`config.mk`:
```
export PLATFORM = sky130hd
export DESIGN_NAME = nios_system_avalon_st_ready_latency_adapter
export DESIGN_NICKNAME = d
export VERILOG_FILES = /design/src/rtl/nios_system_avalon_st_pkg.sv /design/src/rtl/nios_system_avalon_st_ready_pipe.sv /design/src/rtl/nios_system_avalon_st_ready_latency_adapter.sv
export SDC_FILE = /design/constraint.sdc
export NUM_CORES = 1
export LEC_CHECK = 0
export BUFFER_PORTS_ARGS = -buffer_cell sky130_fd_sc_hd__buf_2
export CORE_ASPECT_RATIO = 1.25
export CORE_MARGIN = 5
export CORE_UTILIZATION = 45
export DETAILED_ROUTE_END_ITERATION = 10
export MAX_ROUTING_LAYER = met4
export PLACE_DENSITY = 0.78
export SETUP_SLACK_MARGIN = 0.2
export SKIP_LAST_GASP = 1
export SYNTH_ARGS = -nofsm -noshare
export SYNTH_HDL_FRONTEND = slang
export SYNTH_SLANG_ARGS = --single-unit
```
`constraint.sdc`:
```
create_clock -name clk -period 1.7 [get_ports clk]
set_clock_uncertainty 0.15 [all_clocks]
set_input_delay 0.34 -clock clk [delete_from_list [all_inputs] [get_ports clk]]
set_output_delay 0.34 -clock clk [all_outputs]
set_load 0.03 [all_outputs]
```
`src/rtl/nios_system_avalon_st_pkg.sv`:
```
// rtl/nios_system_avalon_st_pkg.sv - shared types and constants for the Avalon-ST adapters
package nios_system_avalon_st_pkg;

  // Legal source-side ready latency range.
  localparam int READY_LATENCY_MIN = 1;
  localparam int READY_LATENCY_MAX = 4;

  // Packet framing monitor state.
  typedef enum logic {
    IDLE   = 1'b0,
    IN_PKT = 1'b1
  } frame_state_e;

  // Packed beat: data, channel, error, SOP and EOP.
  function automatic int payload_width(input int data_w, input int channel_w, input int error_w);
    return data_w + channel_w + error_w + 2;
  endfunction

endpackage

```
`src/rtl/nios_system_avalon_st_ready_pipe.sv`:
```
// rtl/nios_system_avalon_st_ready_pipe.sv - ready-history shift register
//
// Ports:
//   clk      clock
//   rst_n    asynchronous active-low reset, clears the history
//   i_ready  ready sampled each cycle
//   o_hist   o_hist[k] holds i_ready from k+1 cycles ago
module nios_system_avalon_st_ready_pipe
  import nios_system_avalon_st_pkg::*;
#(
  parameter int DEPTH = 2
) (
  input  logic             clk,
  input  logic             rst_n,
  input  logic             i_ready,
  output logic [DEPTH-1:0] o_hist
);

  logic [DEPTH-1:0] r_hist;

  generate
    if (DEPTH == 1) begin : g_single
      always_ff @(posedge clk or negedge rst_n) begin
        if (!rst_n) r_hist <= '0;
        else        r_hist <= i_ready;
      end
    end else begin : g_multi
      always_ff @(posedge clk or negedge rst_n) begin
        if (!rst_n) r_hist <= '0;
        else        r_hist <= {r_hist[DEPTH-2:0], i_ready};
      end
    end
  endgenerate

  assign o_hist = r_hist;

endmodule

```
`src/rtl/nios_system_avalon_st_ready_latency_adapter.sv`:
```
// rtl/nios_system_avalon_st_ready_latency_adapter.sv - ready latency 0 sink to latency N source adapter
//
// Ports:
//   clk, reset_n            clock, asynchronous active-low reset
//   in_*                    Avalon-ST sink, ready latency 0
//   out_*                   Avalon-ST source, ready latency READY_LATENCY, fully registered
//   framing_error           sticky SOP/EOP protocol violation flag
//   clear_error             synchronous clear for framing_error
module nios_system_avalon_st_ready_latency_adapter
  import nios_system_avalon_st_pkg::*;
#(
  parameter int DATA_W        = 32,
  parameter int CHANNEL_W     = 2,
  parameter int ERROR_W       = 6,
  parameter int READY_LATENCY = 2
) (
  input  logic                 clk,
  input  logic                 reset_n,
  output logic                 in_ready,
  input  logic                 in_valid,
  input  logic [DATA_W-1:0]    in_data,
  input  logic [CHANNEL_W-1:0] in_channel,
  input  logic [ERROR_W-1:0]   in_error,
  input  logic                 in_startofpacket,
  input  logic                 in_endofpacket,
  input  logic                 out_ready,
  output logic                 out_valid,
  output logic [DATA_W-1:0]    out_data,
  output logic [CHANNEL_W-1:0] out_channel,
  output logic [ERROR_W-1:0]   out_error,
  output logic                 out_startofpacket,
  output logic                 out_endofpacket,
  output logic                 framing_error,
  input  logic                 clear_error
);

  localparam int PAYLOAD_W = payload_width(DATA_W, CHANNEL_W, ERROR_W);

  generate
    if (READY_LATENCY < READY_LATENCY_MIN || READY_LATENCY > READY_LATENCY_MAX) begin : g_bad_latency
      $error("READY_LATENCY must be in the range 1..4");
    end
  endgenerate

  logic [READY_LATENCY-1:0] w_rdy_sr;
  logic                     w_xfer;
  logic [PAYLOAD_W-1:0]     w_in_payload;
  logic                     w_unused_rdy;

  logic                     r_valid;
  logic [PAYLOAD_W-1:0]     r_payload;
  frame_state_e             r_state;
  logic                     r_framing_error;

  nios_system_avalon_st_ready_pipe #(
    .DEPTH (READY_LATENCY)
  ) u_ready_pipe (
    .clk     (clk),
    .rst_n   (reset_n),
    .i_ready (out_ready),
    .o_hist  (w_rdy_sr)
  );

  // Accept a beat now only if the source ready it will be issued against
  // (READY_LATENCY cycles before the issue cycle) was already high; the beat
  // then leaves one cycle later, so no more than one beat is ever held.
  generate
    if (READY_LATENCY == 1) begin : g_rl1
      assign in_ready = out_ready;
    end else begin : g_rln
      assign in_ready = w_rdy_sr[READY_LATENCY-2];
    end
  endgenerate

  // The full history stays visible for debug; only one tap drives in_ready.
  assign w_unused_rdy = ^w_rdy_sr;

  assign w_xfer       = in_valid & in_ready;
  assign w_in_payload = {in_data, in_channel, in_error, in_startofpacket, in_endofpacket};

  always_ff @(posedge clk or negedge reset_n) begin
    if (!reset_n) begin
      r_valid   <= 1'b0;
      r_payload <= '0;
    end else begin
      r_valid <= w_xfer;
      if (w_xfer) r_payload <= w_in_payload;
    end
  end

  assign out_valid = r_valid;
  assign {out_data, out_channel, out_error, out_startofpacket, out_endofpacket} = r_payload;

  // Framing monitor. The violation update comes after the clear so that a
  // violation in the same cycle as clear_error leaves the flag set.
  always_ff @(posedge clk or negedge reset_n) begin
    if (!reset_n) begin
      r_state         <= IDLE;
      r_framing_error <= 1'b0;
    end else begin
      if (clear_error) r_framing_error <= 1'b0;
      if (w_xfer) begin
        case (r_state)
          IDLE: begin
            if (!in_startofpacket)    r_framing_error <= 1'b1;
            else if (!in_endofpacket) r_state         <= IN_PKT;
          end
          IN_PKT: begin
            if (in_startofpacket) r_framing_error <= 1'b1;
            if (in_endofpacket)   r_state         <= IDLE;
          end
          default: r_state <= IDLE;
        endcase
      end
    end
  end

  assign framing_error = r_framing_error;

endmodule

```
### Yosys cells after proc, flatten, opt, wreduce, memory -nomap -nowiden

Cells that the tools add are included.

| cells by class | value |
|---|---|
| mux-type cells | 8 |
| bitwise operators | 2 |

Operators by type and width:

| kind | number |
|---|---|
| $mux 1 | 6 |
| $pmux 1 s2 | 2 |
| $and 1x1->1 | 1 |
| $not 1->1 | 1 |

| word-level totals | value |
|---|---|
| flip-flop bits (word level) | 46 |
| bits of input ports | 47 |
| output and inout bits | 45 |
| logic and storage cells | 15 |

### Longest topological paths before layout

Gate-level depths: netlist (run 1).

| depth | value |
|---|---|
| depth in word-level cells | 4 |
| gate-level depth with buffers | 4 |
| mapped depth without buffers | 3 |

### Cells and area by module

A second synthesis (run 1) with hierarchy kept.

| second synthesis, totals | value |
|---|---|
| cell total of the unflattened synthesis | 100 |
| area, all modules | 1921.8 um2 |

Modules (own cells, without submodules):

| module | instances | cells each | area each (um2) | seq. area each (um2) |
|---|---|---|---|---|
| nios_system_avalon_st_ready_latency_adapter | 1 | 98 | 1871.8 | 1126.1 |
| nios_system_avalon_st_ready_pipe | 1 | 2 | 50.0 | 50.0 |

### Worst setup path after synthesis (run 1)

No wires, ideal clock.

| timing path | value |
|---|---|
| kind | reg-to-reg |
| start point | register u_ready_pipe.r_hist[0], in the netlist u_ready_pipe.o_hist[0] |
| end point | register r_payload[0] |
| setup time | 0.125 ns |
| arrival time | 1.209 ns |
| data required time | 1.425 ns |
| slack | 0.216 ns |
| stages on the path, launching flop included | 5 |
| buffers on the path | 1 |
| clock period less this slack | 1.484 ns |
| cells stage by stage | dfrtp_1 -> nand2_4 -> inv_6 -> buf_12 -> mux2_4 |

| on the way | value |
|---|---|
| word-level cells in the longest chain between the ends | 1 |

RTL lines:

| element | RTL line | text |
|---|---|---|
| start: declaration | nios_system_avalon_st_ready_pipe.sv:19 | `logic [DEPTH-1:0] r_hist;` |
| start signal: assignment | nios_system_avalon_st_ready_pipe.sv:30 | `else r_hist <= {r_hist[DEPTH-2:0], i_ready};` |
| $and 1x1->1 | nios_system_avalon_st_ready_latency_adapter.sv:78 | `assign w_xfer = in_valid & in_ready;` |
| end signal: assignment | nios_system_avalon_st_ready_latency_adapter.sv:87 | `if (w_xfer) r_payload <= w_in_payload;` |
| end: declaration | nios_system_avalon_st_ready_latency_adapter.sv:51 | `logic [PAYLOAD_W-1:0] r_payload;` |

Every way passes these cells.
A chain may end at the register's enable or synchronous reset.

### Worst setup path in the final report (run 1)

| timing path | value |
|---|---|
| start point | register u_ready_pipe.r_hist[0], in the netlist u_ready_pipe.o_hist[0] |
| end point | output port in_ready |

RTL lines:

| element | RTL line | text |
|---|---|---|
| end: declaration | nios_system_avalon_st_ready_latency_adapter.sv:19 | `output logic in_ready,` |

No word-level cell between the ends.

==> flow_metrics.env, run 1 <==
export IMPL_status="complete, no violations"
export IMPL_synth_area_leaders="dfrtp_1, mux2_4, buf_12"
export IMPL_synth_compound_area_share_pct=0.923
export IMPL_fmax_mhz=708
export IMPL_grt_pass1_vias=1228
export IMPL_wl_per_cell_um=15.7
export IMPL_drt_iter0_markers=46
export IMPL_synth_avg_cell_area_um2=19.2
export IMPL_synth_distinct_cells=11
export IMPL_multiInputGateArea_um2=653
export IMPL_die_area_um2=5620
export IMPL_pwr_share_seq_pct=47.6
export IMPL_start_util_pct=46.3
export IMPL_yosys_warnings=0
export IMPL_ant_nets=0
export IMPL_critPathMaxStageDelay_ns=0.41
export IMPL_worstSetupPathDepth=1
export IMPL_fillers=354
export IMPL_n_antenna_cell=0
export IMPL_grt_start_max_net_pins=30
export IMPL_netlist_area_um2=1900
export IMPL_report_final_slew_viol_count=0
export IMPL_crit_chain="buf_2"
export IMPL_crit_arrival_ns=0.92
export IMPL_grt_overflow=0
export IMPL_syn_inst=99
export IMPL_route_vias_total=1171
export IMPL_pwr_share_clk_pct=21.5
export IMPL_area_growth_syn_to_layout_pct=32.7
export IMPL_ioPinCount=92
export IMPL_synthSimpleGateAreaFrac_pct=0.594
export IMPL_die_w_um=68.1
export IMPL_cts_tree="yes"
export IMPL_setup_violations=0
export IMPL_placed_area_um2=2420
export IMPL_sw_frac_of_total_pct=32.5
export IMPL_slowest_stage="dfrtp_1"
export IMPL_hpwl_um=3160
export IMPL_max_slew_margin_rel_pct=71.6
export IMPL_cts_made_buffers=5
export IMPL_maxCapViolations=0
export IMPL_cts_root_buf="clkbuf_8"
export IMPL_tns_ns=0
export IMPL_power_mw=2.81
export IMPL_dr_pass1_iters=3
export IMPL_hold_ws_ns=0.0828
export IMPL_yosysTopAreaCellShare_pct=60.7
export IMPL_drive_gt1_share_pct=73.5
export IMPL_wl_um=4030
export IMPL_ys_ff_latch=46
export IMPL_crit_path_start_kind="flop"
export IMPL_clkSinkCount=46
export IMPL_synth_nets=146
export IMPL_p_switching_uw=913
export IMPL_cp_required_ns=1.21
export IMPL_p_leak_nw=1.32
export IMPL_core_um2=4100
export IMPL_grt_util_all_layers_pct=15.4
export IMPL_cp_max_fo=3
export IMPL_grt_antenna_before_repair=0
export IMPL_muxShareOfSynthArea_pct=32.5
export IMPL_pwr_share_comb_pct=30.9
export IMPL_yosys_area_share_xor_xnor_pct=0.462
export IMPL_hold_viol_final=0
export IMPL_cts_setup_buffers=0
export IMPL_final_nets=247
export IMPL_die_h_um=82.6
export IMPL_io_buffer_count=91
export IMPL_hp_class="primary input to flop"
export IMPL_yosysTopAreaCell="dfrtp_1"
export IMPL_gp_congestion=0.706
export IMPL_p_per_area_nw_per_um2=1120
export IMPL_clk_latency_ns=0.29
export IMPL_cts_hold_fix_buffers=2
export IMPL_vdd_drop_max_v=0.000569
export IMPL_dp_cells=247
export IMPL_place_ws_ns=0.247
export IMPL_num_rows=26
export IMPL_ys_seq_area_share_pct=60.7
export IMPL_fin_crit_sh_pct=83.1
export IMPL_utilization_pct=61.4
export IMPL_cts_repair_resized=0
export IMPL_fin_cells=256
export IMPL_path_buf_inv=1
export IMPL_hold_depth=2
export IMPL_timing_final_ws_setup_ns=0.288
export IMPL_drc_errors=0
export IMPL_synth_top_family_by_area="multiplexers"
export IMPL_synthAdderAreaFrac_pct=0
export IMPL_vias_per_cell=4.57
export IMPL_final_area_um2=2520
export IMPL_seq_area_um2=1150
export IMPL_grt_pass1_wl_um=5990
export IMPL_worst_slew_pin_slew_ns=0.426
export IMPL_intPower_mw=1.89
export IMPL_crit_family="flip-flops"
export IMPL_cts_htree_levels=2
export IMPL_r2r_cells=4
export IMPL_min_period_ns=1.41
export IMPL_clockBufferDepth=2
export IMPL_critPathKind="flop to primary output"
export IMPL_clk_pin_slew_worst_paths_ns=0.08
export IMPL_grt_setup_unrepaired="no"
export IMPL_crit_path_end_kind="primary output"
[cells in the final DEF (no fill, tap or decap), drive strengths merged, types with 2 or more instances in the layout]
master and instances:
dfrtp 46, mux2 42, clkbuf 5, buf 96, clkinv 2, dlygate4sd3 2
inv 2
[flip-flops by register name, indices dropped and copies added (netlist names)]
| name | count |
|---|---|
| framing_error | 1 |
| out_valid | 1 |
| r_payload | 42 |
| r_state | 1 |
| u_ready_pipe.o_hist | 1 |
[cells by family (layout without fill, tap and decap cells)]
| group | after synthesis | in the layout |
|---|---|---|
| and+or+nand+nor | 1 | 1 |
| DFF | 46 | 46 |
| muxes | 42 | 42 |
| xor gates and xnor gates | 1 | 1 |
| buffers and inverters | 6 | 107 |
| AOI/OAI and AO/OA | 3 | 3 |
[path summary, 6_finish.rpt]
check / endpoint / slack, ns / from
setup / recovery: in_ready / 0.29 / u_ready_pipe.o_hist[0]
hold / removal: r_state / 0.08 / in_endofpacket
setup reg to reg: r_payload[11] / 0.29 / u_ready_pipe.o_hist[0]
hold reg to reg: r_payload[26] / 0.36 / r_payload[26]
max in group asynchronous: r_payload[30] / 0.55 / reset_n
min in group asynchronous: r_payload[20] / 0.36 / reset_n
[power by group through the flow]
stage	sequential, mW	clock, mW	combinational (mW)
final	1.34	0.604	0.867
after global routing	1.36	0.682	0.913
after CTS	1.34	0.629	0.879
after detailed placement	1.36	0	0.873
after global placement	1.35	0	0.856
after floorplan	1.66	0	0.276
[per-layer routing]
layer	global-route usage (%)	share of wire (%)
met5	-	0
met3	4.19	9.1
met4	6.56	1.7
met2	26.5	53
met1	16.4	36
[synthesized netlist by cell type]
library cell  count
buf_12            4
o22ai_1           1
inv_1             1
xor2_1            1
a21oi_1           1
a31oi_1           1
dfrtp_1          46
nand2_4           1
mux2_2            4
mux2_4           38
inv_6             1
[final cells by class]
class,count,area share [%]
timing repair buffer,98,21.9
tap,56,2.78
sequential,46,45.7
multi-input combinational,47,26.0
clock buffer,5,2.73
clock inverter,2,0.398
inverter,2,0.497
(Power assumes the default switching activity.)
==> run 2, diff against run 1 <==
--- a/config.mk
+++ b/config.mk
@@ -5,10 +5,11 @@
 export SDC_FILE = /design/constraint.sdc
 export NUM_CORES = 1
 export LEC_CHECK = 0
+export ABC_AREA = 1
 export BUFFER_PORTS_ARGS = -buffer_cell sky130_fd_sc_hd__buf_2
 export CORE_ASPECT_RATIO = 1.25
 export CORE_MARGIN = 5
-export CORE_UTILIZATION = 45
+export CORE_UTILIZATION = 44
 export DETAILED_ROUTE_END_ITERATION = 10
 export MAX_ROUTING_LAYER = met4
 export PLACE_DENSITY = 0.78
==> constraint.sdc (replaced) <==
create_clock -name clk -period 1.4 [get_ports clk]
set_clock_uncertainty 0.15 [all_clocks]
set_input_delay 0.28 -clock clk [delete_from_list [all_inputs] [get_ports clk]]
set_output_delay 0.28 -clock clk [all_outputs]
set_load 0.03 [all_outputs]
==> run 2 against run 1 <==
  * Flip-flop and latch count unchanged
  * Global-route usage up 3.7 points
  * Largest power group unchanged
  * Wire length up 42%
  * Sequential power up 22%
  * Clock power up 28%
  * Cell count up 48%
  * Final area up 23%
==> flow_metrics.env, run 2 <==
export IMPL_status="complete, no violations"
export IMPL_r2r_end="r_payload[21]"
export IMPL_grt_util_all_layers_pct=19.1
export IMPL_worst_slew_pin_slew_ns=0.378
export IMPL_die_area_um2=5350
export IMPL_synthArstFlopShare_pct=100
export IMPL_intPower_mw=2.42
export IMPL_wl_per_cell_um=15.1
export IMPL_ys_top_cells_by_count="nand2_1, dfrtp_1, buf_2, inv_1, buf_6"
export IMPL_hpwl_um=3140
export IMPL_vdd_drop_max_v=0.000766
export IMPL_slowest_stage="dfrtp_2"
export IMPL_synth_nets=239
export IMPL_worstHoldEndpoint="r_payload[21]"
export IMPL_cts_tree="yes"
export IMPL_io_buffer_count=91
export IMPL_report_final_slew_viol_count=0
export IMPL_cts_made_buffers=5
export IMPL_grt_setup_unrepaired="yes"
export IMPL_hold_depth=3
export IMPL_final_nets=372
export IMPL_maxCapViolations=0
export IMPL_min_period_ns=1.32
export IMPL_clk_latency_ns=0.29
export IMPL_die_h_um=80.6
export IMPL_worstReg2RegStart="u_ready_pipe.o_hist[0]"
export IMPL_hp_class="primary input to flop"
export IMPL_grt_antenna_before_repair=0
export IMPL_num_rows=25
export IMPL_utilization_pct=81.4
export IMPL_area_growth_syn_to_layout_pct=77.2
export IMPL_pwr_share_clk_pct=21.2
export IMPL_crit_family="flip-flops"
export IMPL_vias_per_cell=4.65
export IMPL_pwr_share_comb_pct=34.1
export IMPL_sw_frac_of_total_pct=33.4
export IMPL_die_w_um=66.5
export IMPL_fmax_mhz=757
export IMPL_crit_chain="buf_6"
export IMPL_ioPinCount=92
export IMPL_cts_root_buf="clkbuf_8"
export IMPL_drive_gt1_share_pct=49.7
export IMPL_crit_arrival_ns=0.89
export IMPL_grt_pass1_wl_um=7430
export IMPL_layout_common_cells="nand2_1, buf_6, buf_2"
export IMPL_path_buf_inv=1
export IMPL_largest_register="r_payload"
export IMPL_cts_htree_levels=2
export IMPL_crit_path_end_kind="primary output"
export IMPL_dr_pass1_iters=4
export IMPL_clk_pin_slew_worst_paths_ns=0.08
export IMPL_clockBufferDepth=2
export IMPL_grt_start_max_net_pins=43
export IMPL_cp_required_ns=0.97
export IMPL_ys_seq_area_share_pct=65.7
export IMPL_netlist_area_um2=1750
export IMPL_hold_viol_final=0
export IMPL_route_vias_total=1766
export IMPL_yosys_warnings=0
export IMPL_synth_avg_cell_area_um2=9.13
export IMPL_start_util_pct=45.9
export IMPL_r2r_cells=6
export IMPL_final_common_cell="nand2_1"
export IMPL_yosysTopAreaCell="dfrtp_1"
export IMPL_setup_violations=0
export IMPL_p_switching_mw=1.21
export IMPL_critPathKind="flop to primary output"
export IMPL_gp_congestion=0.715
export IMPL_clkSinkCount=46
export IMPL_ys_ff_latch=46
export IMPL_yosysTopAreaCellShare_pct=65.7
export IMPL_synth_area_leaders="dfrtp_1, nand2_1, buf_6"
export IMPL_drt_iter0_markers=92
export IMPL_p_leak_nw=1.74
export IMPL_synth_flop_cell="dfrtp_1"
export IMPL_synth_edf_count=0
export IMPL_core_um2=3820
export IMPL_fin_crit_sh_pct=94.4
export IMPL_tns_ns=0
export IMPL_ant_nets=0
export IMPL_cp_max_fo=3
export IMPL_synth_most_common_cell="nand2_1"
export IMPL_n_antenna_cell=0
export IMPL_pwr_share_seq_pct=44.7
export IMPL_drc_errors=0
export IMPL_syn_inst=192
export IMPL_crit_path_start_kind="flop"
export IMPL_grt_pass1_vias=1666
export IMPL_synth_distinct_cells=12
export IMPL_p_per_area_nw_per_um2=1170
export IMPL_max_slew_margin_rel_pct=74.8
export IMPL_largest_reg_flops=42
export IMPL_grt_overflow=0
export IMPL_critPathMaxStageDelay_ns=0.45
export IMPL_rrSetupSlack_ns=0.12
export IMPL_min_from="in_data[11]"
export IMPL_wl_um=5730
## run 2: what timing repair did
action	in CTS	in global routing
pin swaps	0	15
cloned	0	7
hold endpoints to repair	13	0
gates resized for setup	93	34
setup buffers	11	18
setup endpoints to repair	89	89
hold buffers	2	0
## run 2: metal layers
layer,track usage [%],up-vias,share of wire [%]
met2,35.6,69,56
met3,5.45,11,6.7
li1,-,843,-
met1,19.1,843,35
met4,5.28,0,1.8
met5,-,-,0
## run 2: worst max path at each step
stage / startpoint / end / slack (ns) / cells after the start
after floorplan: u_ready_pipe.o_hist[0] / r_payload[10] / 0.27 / 5
after global placement: in_valid / framing_error / 0.11 / 5
after detailed placement: in_valid / r_payload[6] / 0.09 / 5
after CTS: u_ready_pipe.o_hist[0] / in_ready / 0.07 / 1
after global routing: u_ready_pipe.o_hist[0] / in_ready / 0.05 / 1
final: u_ready_pipe.o_hist[0] / in_ready / 0.08 / 1
## run 2: through the flow
step	cells	setup WS [ns]	hold WS, ns	power (mW)	instance area [µm²]
6_report	380	0.0783	0.0242	3.64	3110
3_5_place_dp	334	0.0922	0.0604	2.41	2260
5_1_grt	380	0.0476	0.0170	3.81	3110
2_1_floorplan	192	0.268	-0.166	2.10	1750
4_1_cts	355	0.0747	0.0169	3.46	2730
3_3_place_gp	334	0.106	0.0527	2.39	2260
## run 2: power by group through the flow
stage | Combinational, mW | Sequential (mW) | Clock, mW
after floorplan | 0.184 | 1.92 | 0
after global placement | 0.799 | 1.59 | 0
after detailed placement | 0.816 | 1.60 | 0
after CTS | 1.07 | 1.61 | 0.780
after global routing | 1.32 | 1.64 | 0.851
final | 1.24 | 1.63 | 0.771
## run 2: kinds of logic (layout without fill, tap and decap cells)
kind of cell    count (synthesis)  after routing  synth area share [%]
flops                          46             46                  65.7
compound gates                  2              2                 0.570
simple gates                  131            133                  28.6
buf+inv                        13            145                  5.14
## run 2: area by class of cell
cell class	instances	area, µm²
sequential	46	1150
timing repair buffer	130	1130
fill	253	711
multi-input combinational	135	609
clock buffer	6	72.6
tap	54	67.6
inverter	5	45.0
timing repair inverter	2	22.5
clock inverter	2	10.0
## run 2: worst reg2reg max path, delay by kind of cell, from the launching register on
family        cells  cell delay (ns)
buf+inv           3             0.40
flops             1             0.41
simple gates      3             0.21
==> run 3, diff against run 2 <==
--- a/config.mk
+++ b/config.mk
@@ -9,10 +9,10 @@
 export BUFFER_PORTS_ARGS = -buffer_cell sky130_fd_sc_hd__buf_2
 export CORE_ASPECT_RATIO = 1.25
 export CORE_MARGIN = 5
-export CORE_UTILIZATION = 44
+export CORE_UTILIZATION = 40
 export DETAILED_ROUTE_END_ITERATION = 10
 export MAX_ROUTING_LAYER = met4
-export PLACE_DENSITY = 0.78
+export PLACE_DENSITY = 0.75
 export SETUP_SLACK_MARGIN = 0.2
 export SKIP_LAST_GASP = 1
 export SYNTH_ARGS = -nofsm -noshare
==> constraint.sdc (replaced) <==
create_clock -name clk -period 1.2 [get_ports clk]
set_clock_uncertainty 0.15 [all_clocks]
set_input_delay 0.24 -clock clk [delete_from_list [all_inputs] [get_ports clk]]
set_output_delay 0.24 -clock clk [all_outputs]
set_load 0.03 [all_outputs]
==> run 3 against run 2 <==
  * Clock-buffer cell count increased by 1
  * Largest cell class is now non-clock buffers
  * Sequential power rose by 16%
  * Sequential share of layout area shrank 4.2 points
  * The run now ends with negative setup slack left
  * Via count grew 3.9%
  * Critical path type is now flop to flop
  * Highest routed layer unchanged
  * Clock power is 13% higher
  * Setup slack got worse by 0.16 ns
  * Final area increased by 13%
==> flow_metrics.env, run 3 (same netlist as run 2, synthesis figures left out) <==
export IMPL_core_um2=4320
export IMPL_dr_pass1_iters=4
export IMPL_maxCapViolations=0
export IMPL_area_growth_syn_to_layout_pct=99.8
export IMPL_final_common_cell="nand2_1"
export IMPL_fin_crit_sh_pct=107
export IMPL_cts_tree="yes"
export IMPL_cp_required_ns=1.23
export IMPL_worstReg2RegStart="u_ready_pipe.o_hist[0]"
export IMPL_power_mw=4.32
export IMPL_drc_errors=0
export IMPL_grt_antenna_before_repair=0
export IMPL_crit_path_start_kind="flop"
export IMPL_status="complete, but fails checks"
export IMPL_io_buffer_count=91
export IMPL_largest_register="r_payload"
export IMPL_max_slew_margin_rel_pct=86.2
export IMPL_vias_per_cell=4.44
export IMPL_hp_class="primary input to flop"
export IMPL_grt_pass1_vias=1866
export IMPL_num_rows=27
export IMPL_grt_setup_unrepaired="yes"
export IMPL_gp_congestion=0.713
export IMPL_utilization_pct=81.0
export IMPL_start_util_pct=40.5
export IMPL_min_from="in_data[5]"
export IMPL_rrSetupSlack_ns=-0.08
export IMPL_drive_gt1_share_pct=45.6
export IMPL_timing_final_ws_setup_ns=-0.0823
export IMPL_clockBufferDepth=2
export IMPL_grt_start_max_net_pins=22
export IMPL_grt_overflow=0
export IMPL_clk_latency_ns=0.29
export IMPL_fmax_mhz=780
export IMPL_crit_arrival_ns=1.31
export IMPL_ant_nets=0
export IMPL_crit_path_end_kind="flop"
export IMPL_die_h_um=84.0
export IMPL_tns_ns=-3.31
export IMPL_r2r_cells=6
export IMPL_grt_util_all_layers_pct=20.2
export IMPL_die_w_um=69.2
export IMPL_cp_max_fo=10
export IMPL_final_nets=402
export IMPL_clk_pin_slew_worst_paths_ns=0.07
export IMPL_worst_slew_pin_slew_ns=0.207
export IMPL_ioPinCount=92
export IMPL_wl_per_cell_um=14.7
export IMPL_hold_depth=3
export IMPL_cts_root_buf="clkbuf_8"
export IMPL_cts_htree_levels=2
export IMPL_multiInputGateArea_um2=626
export IMPL_vdd_drop_max_v=0.000719
export IMPL_drt_iter0_markers=83
export IMPL_cts_made_buffers=5
export IMPL_critPathKind="flop to flop"
export IMPL_die_area_um2=5810
export IMPL_grt_pass1_wl_um=9060
export IMPL_worstHoldEndpoint="r_payload[15]"
export IMPL_n_antenna_cell=0
export IMPL_wl_um=6080
export IMPL_p_leak_nw=1.91
export IMPL_largest_reg_flops=42
export IMPL_clkSinkCount=46
export IMPL_layout_common_cells="nand2_1, buf_6, dfrtp_1, buf_2, dlygate4sd3_1"
export IMPL_place_ws_ns=-0.00687
export IMPL_min_period_ns=1.28
export IMPL_setup_violations=88
export IMPL_fillers=282
export IMPL_hold_viol_final=0
export IMPL_hold_ws_ns=0.00903
export IMPL_route_vias_total=1835
export IMPL_p_per_area_nw_per_um2=1230
export IMPL_violations="negative setup slack"
export IMPL_r2r_end="r_payload[7]"
export IMPL_report_final_slew_viol_count=0
export IMPL_seq_area_um2=1150
export IMPL_hpwl_um=2960
-- run 3: cell types whose count changed in the layout (fill, tap and decap cells not counted), moves of 2 or more --
cell,delta
buf_12,+2
buf_4,-5
clkinv_2,-2
dlygate4sd3_1,+34
inv_12,+2
inv_16,+2
inv_8,-2
nand2_1,-4
nand2_4,+2
-- run 3: per-layer routing --
| layer | routed length, µm | share of wire [%] | up-vias | track usage (%) |
|---|---|---|---|---|
| met5 | 0 | 0 | - | - |
| met4 | 50 | 0.82 | 0 | 4.62 |
| met3 | 292 | 4.8 | 6 | 4.70 |
| met2 | 3440 | 57 | 60 | 37.4 |
| met1 | 2290 | 38 | 868 | 21.7 |
| li1 | - | - | 901 | - |
-- run 3: critical path, cell delays in order (launching register included) --
cell     delay, ns
dfrtp_2       0.43
buf_6         0.14
nand2_8       0.07
buf_16        0.19
inv_12        0.06
nand2_1       0.06
nand2_1       0.06
-- run 3: layout make-up --
cell class | count | share of cell area (%)
clock buffer | 7 | 2.18
inverter | 5 | 1.00
multi-input combinational | 133 | 17.9
sequential | 46 | 32.9
tap | 58 | 2.07
timing repair buffer | 161 | 42.5
timing repair inverter | 3 | 1.50
-- run 3: worst max-delay path by stage --
stage	startpoint	end	slack, ns	cells past startpoint
6_report	u_ready_pipe.o_hist[0]	r_payload[7]	-0.08	6
5_1_grt	u_ready_pipe.o_hist[0]	r_payload[10]	-0.12	6
4_1_cts	r_payload[2]	out_error[0]	-0.06	1
3_5_place_dp	u_ready_pipe.o_hist[0]	framing_error	-0.007	4
3_3_place_gp	u_ready_pipe.o_hist[0]	framing_error	0.01	4
2_1_floorplan	u_ready_pipe.o_hist[0]	r_payload[10]	0.07	5
-- run 3: repair_timing --
action	CTS	global route
resized for setup	119	24
pin swaps	4	1
buffers inserted	9	17
hold buffers	36	0
gates cloned	3	3
endpoints found under the setup margin	90	105
hold endpoints to repair	81	0
-- run 3: metrics by stage --
| step | cells | instance area (µm²) |
|---|---|---|
| 2_1_floorplan | 192 | 1760 |
| 6_report | 413 | 3500 |
| 5_1_grt | 413 | 3500 |
| 3_5_place_dp | 338 | 2290 |
| 4_1_cts | 393 | 3230 |
| 3_3_place_gp | 338 | 2290 |
-- run 3: where the power goes --
part / internal, mW / switching, mW
Clock: 0.401 / 0.468
Sequential: 1.74 / 0.150
Combinational: 0.766 / 0.797
Total: 2.91 / 1.42
